[src/rtl/command_tag_arbiter.sv]
// command_tag_arbiter
//   Round-robin arbiter that issues commands from four requesters, consuming
//   one tag from the tag pool and one PSL command credit per grant.
//   Responses return the credit and release one outstanding command of the
//   owning requester.
//
// Ports
//   clock, rstn              single rising-edge clock, async active-low reset
//   enabled_in               arbiter enable (registered before use)
//   req_valid / req_cmd_in   per-requester request and 64-bit payload
//   req_grant                one-hot grant (combinational)
//   tag_buffer_ready         tag pool non-empty
//   command_tag_in           tag at head of pool
//   room_in                  credit count, sampled in LOAD
//   response_valid/_req_id   one command completed for the given requester
//   tag_command_valid/_id    tag pool pop + tag-RAM write (combinational)
//   cmd_valid/cmd_out/cmd_tag registered issued command
//   outstanding_total        sum of outstanding commands over all requesters
//   arb_error                sticky bad-response flag
//   grant_count_out          per-requester grant counters
//
// Build option
//   ARBITER_GRANT_STATS_EN   when defined, grant_count_out counts grants per
//                            requester (wrapping); otherwise it is tied to 0.
//
// States
//   IDLE  | waiting for registered enable
//   LOAD  | one cycle; credit and loaded room captured from room_in
//   RUN   | grants allowed
//   DRAIN | enable dropped; wait for all outstanding commands to complete

module command_tag_arbiter #(
  parameter int NUM_REQUESTERS = 4,
  parameter int PER_REQ_LIMIT  = 64
) (
  input  logic                             clock,
  input  logic                             rstn,
  input  logic                             enabled_in,
  input  logic [NUM_REQUESTERS-1:0]        req_valid,
  input  logic [NUM_REQUESTERS-1:0][63:0]  req_cmd_in,
  output logic [NUM_REQUESTERS-1:0]        req_grant,
  input  logic                             tag_buffer_ready,
  input  logic [7:0]                       command_tag_in,
  input  logic [7:0]                       room_in,
  input  logic                             response_valid,
  input  logic [1:0]                       response_req_id,
  output logic                             tag_command_valid,
  output logic [1:0]                       tag_command_id,
  output logic                             cmd_valid,
  output logic [63:0]                      cmd_out,
  output logic [7:0]                       cmd_tag,
  output logic [8:0]                       outstanding_total,
  output logic                             arb_error,
  output logic [NUM_REQUESTERS-1:0][31:0]  grant_count_out
);

  typedef enum logic [1:0] {
    ST_IDLE  = 2'd0,
    ST_LOAD  = 2'd1,
    ST_RUN   = 2'd2,
    ST_DRAIN = 2'd3
  } state_t;

  localparam logic [7:0] LIMIT = 8'(PER_REQ_LIMIT);

  state_t                            state_q, state_d;
  logic                              enabled_q;
  logic [1:0]                        ptr_q, ptr_d;
  logic [7:0]                        credit_q, credit_d;
  logic [7:0]                        loaded_room_q, loaded_room_d;
  logic [NUM_REQUESTERS-1:0][7:0]    outstanding_q, outstanding_d;
  logic [8:0]                        total_q, total_d;
  logic                              arb_error_q, arb_error_d;
  logic                              cmd_valid_q, cmd_valid_d;
  logic [63:0]                       cmd_out_q, cmd_out_d;
  logic [7:0]                        cmd_tag_q, cmd_tag_d;

  logic [NUM_REQUESTERS-1:0]         eligible;
  logic                              can_grant;
  logic                              grant_any;
  logic [1:0]                        grant_id;
  logic [1:0]                        idx;
  logic                              resp_ok;
  logic                              resp_err;
  logic                              inc;
  logic                              dec;

  // Grant selection: first eligible requester at or after the pointer.
  always_comb begin
    for (int i = 0; i < NUM_REQUESTERS; i++) begin
      eligible[i] = req_valid[i] && (outstanding_q[i] < LIMIT);
    end
    can_grant = (state_q == ST_RUN) && (credit_q != 8'd0) && tag_buffer_ready;
    grant_any = 1'b0;
    grant_id  = ptr_q;
    idx       = ptr_q;
    for (int k = 0; k < NUM_REQUESTERS; k++) begin
      idx = ptr_q + 2'(k);
      if (!grant_any && can_grant && eligible[idx]) begin
        grant_any = 1'b1;
        grant_id  = idx;
      end
    end
    req_grant = '0;
    if (grant_any) req_grant[grant_id] = 1'b1;
  end

  assign tag_command_valid = grant_any;
  assign tag_command_id    = grant_id;

  // A response is only honoured if it has something to release: a non-zero
  // outstanding count for its requester and a credit below the loaded room.
  always_comb begin
    resp_ok  = response_valid && (outstanding_q[response_req_id] != 8'd0)
               && (credit_q != loaded_room_q);
    resp_err = response_valid && !resp_ok;
  end

  always_comb begin
    state_d       = state_q;
    ptr_d         = ptr_q;
    credit_d      = credit_q;
    loaded_room_d = loaded_room_q;
    outstanding_d = outstanding_q;
    total_d       = total_q;
    arb_error_d   = arb_error_q | resp_err;
    cmd_valid_d   = grant_any;
    cmd_out_d     = cmd_out_q;
    cmd_tag_d     = cmd_tag_q;
    inc           = 1'b0;
    dec           = 1'b0;

    case (state_q)
      ST_IDLE:  if (enabled_q) state_d = ST_LOAD;
      ST_LOAD:  state_d = ST_RUN;
      ST_RUN:   if (!enabled_q) state_d = ST_DRAIN;
      ST_DRAIN: if (total_q == 9'd0) state_d = ST_IDLE;
      default:  state_d = ST_IDLE;
    endcase

    if (grant_any) begin
      ptr_d     = grant_id + 2'd1;
      cmd_out_d = req_cmd_in[grant_id];
      cmd_tag_d = command_tag_in;
    end

    for (int i = 0; i < NUM_REQUESTERS; i++) begin
      inc = grant_any && (grant_id == 2'(i));
      dec = resp_ok && (response_req_id == 2'(i));
      if (inc && !dec)      outstanding_d[i] = outstanding_q[i] + 8'd1;
      else if (dec && !inc) outstanding_d[i] = outstanding_q[i] - 8'd1;
    end

    if (grant_any && !resp_ok)      total_d = total_q + 9'd1;
    else if (resp_ok && !grant_any) total_d = total_q - 9'd1;

    // LOAD overrides credit arithmetic; no grants can occur in LOAD anyway.
    if (state_q == ST_LOAD) begin
      credit_d      = room_in;
      loaded_room_d = room_in;
    end else if (grant_any && !resp_ok) begin
      credit_d = credit_q - 8'd1;
    end else if (resp_ok && !grant_any) begin
      credit_d = credit_q + 8'd1;
    end
  end

  always_ff @(posedge clock or negedge rstn) begin
    if (!rstn) begin
      state_q       <= ST_IDLE;
      enabled_q     <= 1'b0;
      ptr_q         <= 2'd0;
      credit_q      <= 8'd0;
      loaded_room_q <= 8'd0;
      outstanding_q <= '0;
      total_q       <= 9'd0;
      arb_error_q   <= 1'b0;
      cmd_valid_q   <= 1'b0;
      cmd_out_q     <= 64'd0;
      cmd_tag_q     <= 8'd0;
    end else begin
      state_q       <= state_d;
      enabled_q     <= enabled_in;
      ptr_q         <= ptr_d;
      credit_q      <= credit_d;
      loaded_room_q <= loaded_room_d;
      outstanding_q <= outstanding_d;
      total_q       <= total_d;
      arb_error_q   <= arb_error_d;
      cmd_valid_q   <= cmd_valid_d;
      cmd_out_q     <= cmd_out_d;
      cmd_tag_q     <= cmd_tag_d;
    end
  end

  assign cmd_valid         = cmd_valid_q;
  assign cmd_out           = cmd_out_q;
  assign cmd_tag           = cmd_tag_q;
  assign outstanding_total = total_q;
  assign arb_error         = arb_error_q;

`ifdef ARBITER_GRANT_STATS_EN
  logic [NUM_REQUESTERS-1:0][31:0] grant_count_q, grant_count_d;

  always_comb begin
    grant_count_d = grant_count_q;
    if (grant_any) grant_count_d[grant_id] = grant_count_q[grant_id] + 32'd1;
  end

  always_ff @(posedge clock or negedge rstn) begin
    if (!rstn) grant_count_q <= '0;
    else       grant_count_q <= grant_count_d;
  end

  assign grant_count_out = grant_count_q;
`else
  assign grant_count_out = '0;
`endif

endmodule

[config.mk]
export PLATFORM = sky130hd
export DESIGN_NAME = command_tag_arbiter
export DESIGN_NICKNAME = d
export VERILOG_FILES = /design/src/rtl/command_tag_arbiter.sv
export SDC_FILE = /design/constraint.sdc
export NUM_CORES = 1
export LEC_CHECK = 0
export BUFFER_PORTS_ARGS = -buffer_cell sky130_fd_sc_hd__buf_4
export CAP_MARGIN = 20
export CORE_AREA = 2 2 194 196
export DETAILED_ROUTE_END_ITERATION = 8
export DIE_AREA = 0 0 196 198
export PLACE_DENSITY = 0.56
export SYNTH_ARGS = -nofsm -noshare
export SYNTH_HDL_FRONTEND = slang
export SYNTH_SLANG_ARGS = --single-unit
export TNS_END_PERCENT = 100
[constraint.sdc]
create_clock -name clock -period 4.6 [get_ports clock]
set_clock_uncertainty 0.1 [all_clocks]
set_input_delay 0.92 -clock clock [delete_from_list [all_inputs] [get_ports clock]]
set_output_delay 0.92 -clock clock [all_outputs]
set_load 0.02 [all_outputs]
# == After elaboration in Yosys (flattened, before gate mapping) ==
# Index checks and enable logic that the tools add are counted.
# classes
n_bitwise,1
add_sub_neg,16
n_mux,39
n_reduce_logical,61
n_eq_ne,13
magnitude_cmp,11
# ops
operator,n
$bmux 64 s2,1
$mux 8,12
$mux 64,1
$add 8x1->8 const B,5
$sub 8x1->8 const B,5
$logic_and 1x1->1,35
$lt 8x7->1 const B,4
$lt 2x3->1 const B,6
$mux 9,2
$bmux 8 s2,1
$reduce_bool 8->1,2
$logic_not 1->1,13
$eq 2x2->1 const B,6
$mux 2,6
$reduce_bool 2->1,5
$add 9x1->9 const B,1
$logic_not 9->1,1
$mux 1,9
$sub 9x1->9 const B,1
$bmux 1 s2,4
$ne 8x8->1,1
$pmux 2 s4,1
$eq 2x1->1 const B,3
$logic_not 2->1,3
9 further kinds,13
# word_totals
ff_bits,136
inputBits,283
output_inout_bits,218
elab_cells,155

# == Longest topological paths before layout ==
# depth
depth_word,24
ltp_mapped,21
depth_no_buf,19

# == Least setup slack after synthesis ==
# No wires, ideal clock.
# synth_timing
path_type,input-to-reg
start,input port req_valid[1]
end,register credit_q[6]
arrival_ns,5.231
setup_ns,0.125
path_buffers,6
path_slack_ns,-0.856
t_required_ns,4.375
stages,19
cell_sequence,or3b_2 -> nand2_1 -> o31a_1 -> clkbuf_1 -> buf_1 -> clkbuf_1 -> ha_1 -> clkbuf_1 -> clkbuf_1 -> buf_1 -> xor2_1 -> ha_1 -> and3b_1 -> o21ai_0 -> a21boi_0 -> nand3_1 -> a31oi_1 -> xor2_1 -> mux2_2
# synth_between
elab_chain_len,20
elab_cells_between_ends,29
cone_classes,mux (14); reduce/logical (15)
# synth_lines
item,line_no,source
from (decl),39,"input logic [NUM_REQUESTERS-1:0] req_valid,"
$logic_and 1x1->1 *,91,eligible[i] = req_valid[i] && (outstanding_q[i] < LIMIT);
$bmux 1 s2,99,if (!grant_any && can_grant && eligible[idx]) begin
$mux 1 (implied by the code),99,
$logic_and 1x1->1,99,
$mux 1,99,
$logic_not 1->1,99,
$logic_and 1x1->1 (2 in series),99,
$mux 1,99,
(+3 left out),--,
$mux 1,99,
$logic_not 1->1,99,
$logic_and 1x1->1 (2 in series),99,
$mux 1 *,99,
via tag_command_valid,47,"output logic tag_command_valid,"
$logic_and 1x1->1 / $logic_not 1->1 (equally long branches),"161, 163",
$mux 8 / $logic_and 1x1->1 (equally long branches),"161, 163",
$mux 8 / $reduce_bool 3->1 (equally long branches),--,
to (signal assigned),185,credit_q <= credit_d;
to (decl),69,"logic [7:0] credit_q, credit_d;"
# Mark *: on every way through the listed nets, which the timed path passes. The rest lies on a longest branch. The select of a mux whose other input is x is not followed.
# A chain may end at the register's enable or synchronous reset.

# == Worst setup path after layout ==
# layout_timing
start,input port req_valid[3]
end,register outstanding_q[31] in the netlist's numbering
# layout_between
elab_chain_len,22
elab_cells_between_ends,33
cone_classes,eq/ne (1); mux (16); reduce/logical (16)
# layout_lines
item,line_no,source
$logic_and 1x1->1 *,91,
$bmux 1 s2,99,
$mux 1 (implied by the code),99,
$logic_and 1x1->1,99,
$mux 1,99,
$logic_not 1->1,99,
$logic_and 1x1->1 (2 in series),99,
$mux 1,99,
(+4 left out),--,
$logic_not 1->1,99,
$logic_and 1x1->1 (2 in series),99,
$mux 2,99,
$eq 2x2->1,148,inc = grant_any && (grant_id == 2'(i));
$logic_and 1x1->1 *,148,
$logic_not 1->1,151,else if (dec && !inc) outstanding_d[i] = outstanding_q[i] - 8'd1;
$logic_and 1x1->1,151,
$reduce_bool 2->1 (no source line),--,
to (signal assigned),187,outstanding_q <= outstanding_d;
to (decl),71,"logic [NUM_REQUESTERS-1:0][7:0] outstanding_q, outstanding_d;"
# Every way passes the cells marked *; elsewhere a longest branch is shown, timed or not. The select of a mux whose other input is x is not followed.

==> impl_metrics.toml <==
[run_status]
outcome = "completed"

[sta]
min_period_ns = 4.28
setup_violations = 0
relSlewSlack = 0.201
layout_setup_ws_ns = 0.318
hold_viol = 0
grt_setup_unrepaired = "no"
fin_crit_sh = 0.931
worst_pin_slew_ns = 1.20
fmax_mhz = 234
drv_slew = 0

[clock_tree]
cts-root-buf = "clkbuf_16"
numClockSinks = 136
cts_tree = "built"
ctsHoldBuffers = 0
cts_setup_buffers = 0
ctsHtreeMaxLevel = 4
cts_buffers = 17
path_clk_slew_ns = 0.07
clockBufferDepth = 2
clock_latency_ns = 0.44
ctsResizeCount = 0

[global_routing]
antenna_found_initial = 5
met2_usage = 0.271
gr-usage-met1 = 0.200
met3_usage = 0.0438
grt_pass1_wl_um = 46800
grt_max_degree = 121
grt_pass1_vias = 8021
busiest_layer = "met2"
overflow = 0
grt.total_usage = 0.159

[floorplanning]
die_area_um2 = 38800
fp.dieH_um = 198
pin_count = 501
die_w_um = 196
core_area_um2 = 37000
initial_utilization = 0.278
rows = 71

[worst_hold_path]
min_path_type = "reg2reg"

[worst_setup_path]
slowest_delay_ns = 0.47
r2r_end = "outstanding_q[31]"
worstSetupEndpoint = "outstanding_q[31]"
cpMaxStageDelayCell = "mux4_2"
crit_fanout = 5
rrSetupSlack_ns = 0.43
rr_worst_depth = 17
critPathKind = "in2reg"
endpoint_kind = "flop"
critPathLaunch = "req_valid[3]"
crit_path_start_kind = "primary input"
critical_path_arrival_ns = 4.50
reg2reg_from = "outstanding_q[30]"
cp_data_required_time_ns = 4.82
cp_cell_sequence = "buf_4 -> or3b_4 -> nand2b_1 -> mux4_2 -> a21oi_1 -> o21ai_4 -> inv_2 -> and3_1 -> ha_1 -> inv_1 -> buf_4 -> ha_1 -> a21boi_0 -> o21ai_0 -> a21oi_1 -> xnor2_1 -> nor2_1 -> xor2_1"

[pwr]
p_leak_nw = 6.83
peakVddDrop_v = 0.000664
pwr_density_cell_nw_per_um2 = 691
p_total_mw = 9.54

[logic_synthesis]
ys_types = 58
yosysWarnings = 0
ys.flop_type = "dfrtp_1"
synthMuxAreaShare = 0.294
synth_top_family_by_area = "multiplexers"
async_flop_share = 1.00
synthSimpleGateAreaFrac = 0.0766
synth_compound_area_frac = 0.0682
synthXorXnorAreaFrac = 0.0469
yosys_register_bits = 136
ys_seq_area_frac = 0.331
synth_adder_area_share = 0.0577
syn_area_um2 = 10300
postSynthCellCount = 992
synth_edf_count = 0
synth.avg_cell_area_um2 = 10.4

[placed_design]
port_buffers = 372
place_congestion = 0.827
dpl.hpwl_um = 24600
pre_cts_ws_ns = -0.117
placed_area_um2 = 13200

[layout]
mostFrequentLayoutCell = "buf_4"
final_area_um2 = 13800
final_nets = 1682
drive_above_1_share = 0.396
layout_common_cells = "buf_4 (392), mux2i_1 (200), dfrtp_1 (136)"
area_delta_synth_final_pct = 34.3

[detailed_routing]
wl_um = 31100
drt-pass1-iter-count = 6
drc = 0
routed_via_density = 4.42
wl_per_cell_um = 16.9
antenna_left = 0
vias = 8155
drt-initial-drc-count = 312

[run]
drv_cap = 0
## worst max-delay path, delay by kind of cell
family | cells | cell delay [ns]
compound gates | 5 | 1.02
mux | 1 | 0.47
fa+ha+maj | 2 | 0.49
buf+inv | 4 | 0.49
xor+xnor | 2 | 0.29
simple gates | 4 | 0.80
## worst min-delay path by stage
stage               slack, ns  cells past startpoint                 to              start
floorplan                0.37                      1  outstanding_q[31]  outstanding_q[31]
global placement         0.34                      1          arb_error          arb_error
detailed placement       0.36                      1          arb_error          arb_error
CTS                      0.38                      1          arb_error          arb_error
global route             0.40                      1          arb_error          arb_error
finish                   0.37                      1          arb_error          arb_error
## synth_stat cells, types with 2 or more instances
cell type,instances,share of area
fa_1,4,0.0078
o41ai_1,3,0.0026
inv_1,16,0.0058
nor3_1,11,0.0054
dfrtp_1,136,0.33
o31ai_1,3,0.0022
o21bai_1,4,0.0029
mux2_2,88,0.096
and3b_1,2,0.0017
nand3b_1,2,0.0015
nand2_1,44,0.016
a31oi_1,3,0.0018
buf_2,11,0.0054
clkbuf_1,24,0.0088
nand3_1,8,0.0039
buf_6,3,0.0033
nor4_1,10,0.0061
nor2_1,39,0.014
or3_1,2,0.0012
nand4_1,8,0.0049
inv_2,3,0.0011
buf_1,6,0.0022
and3_1,2,0.0012
o21ai_0,39,0.019
a21o_1,8,0.0058
nor3b_1,5,0.0037
a21oi_1,22,0.011
nor2b_1,9,0.0055
nand2b_1,7,0.0043
xnor2_1,32,0.027
a211oi_1,3,0.0022
mux2i_1,200,0.19
or3b_2,3,0.0026
o21a_1,7,0.0051
o211ai_1,3,0.0022
ha_1,41,0.050
buf_4,135,0.099
xor2_1,23,0.020
a21boi_0,4,0.0029
## routing by layer
metal	part of all wire	wire length [µm]
met2	0.50	15600
met4	0.0088	274
met3	0.059	1830
met1	0.43	13300
met5	0.0014	43
## final cells by class
type                            instances  area (µm²)
Antenna cell                            2        5.00
Clock buffer                           18         439
Clock inverter                         14         140
Fill cell                            3697       23200
Inverter                               19        81.3
Multi-Input combinational cell        785        6140
Sequential cell                       136        3400
Tap cell                              474         593
Timing Repair Buffer                  395        2990
## cell families after synthesis
logic type	count (synthesis)
mux	289
other cells	1
buf+inv	198
flops	136
xor+xnor	55
simple gates	157
fa+ha+maj	45
compound gates	111
## through the flow
step	utilization	hold slack, ns	TNS (ns)	std cells
detailed placement	0.358	0.357	-0.117	1809
CTS	0.373	0.376	0	1841
global placement	0.358	0.345	0	1809
global route	0.373	0.402	0	1843
finish	0.373	0.372	0	1843
floorplan	-	0.366	0	1119
## report_power, final
part / total (mW) / internal, mW / switching [mW] / leakage [nW]
clock network: 1.37 / 0.772 / 0.596 / 0.274
registers: 2.35 / 1.80 / 0.544 / 1.63
logic: 5.82 / 2.87 / 2.96 / 4.92
## state kept, by name (all words and copies together) (netlist names), 2 cells and up
register / flops
ptr_q: 2
credit_q: 8
outstanding_q: 32
outstanding_total: 9
cmd_tag: 8
state_q: 2
loaded_room_q: 8
cmd_out: 64
(Power assumes the default switching activity.)
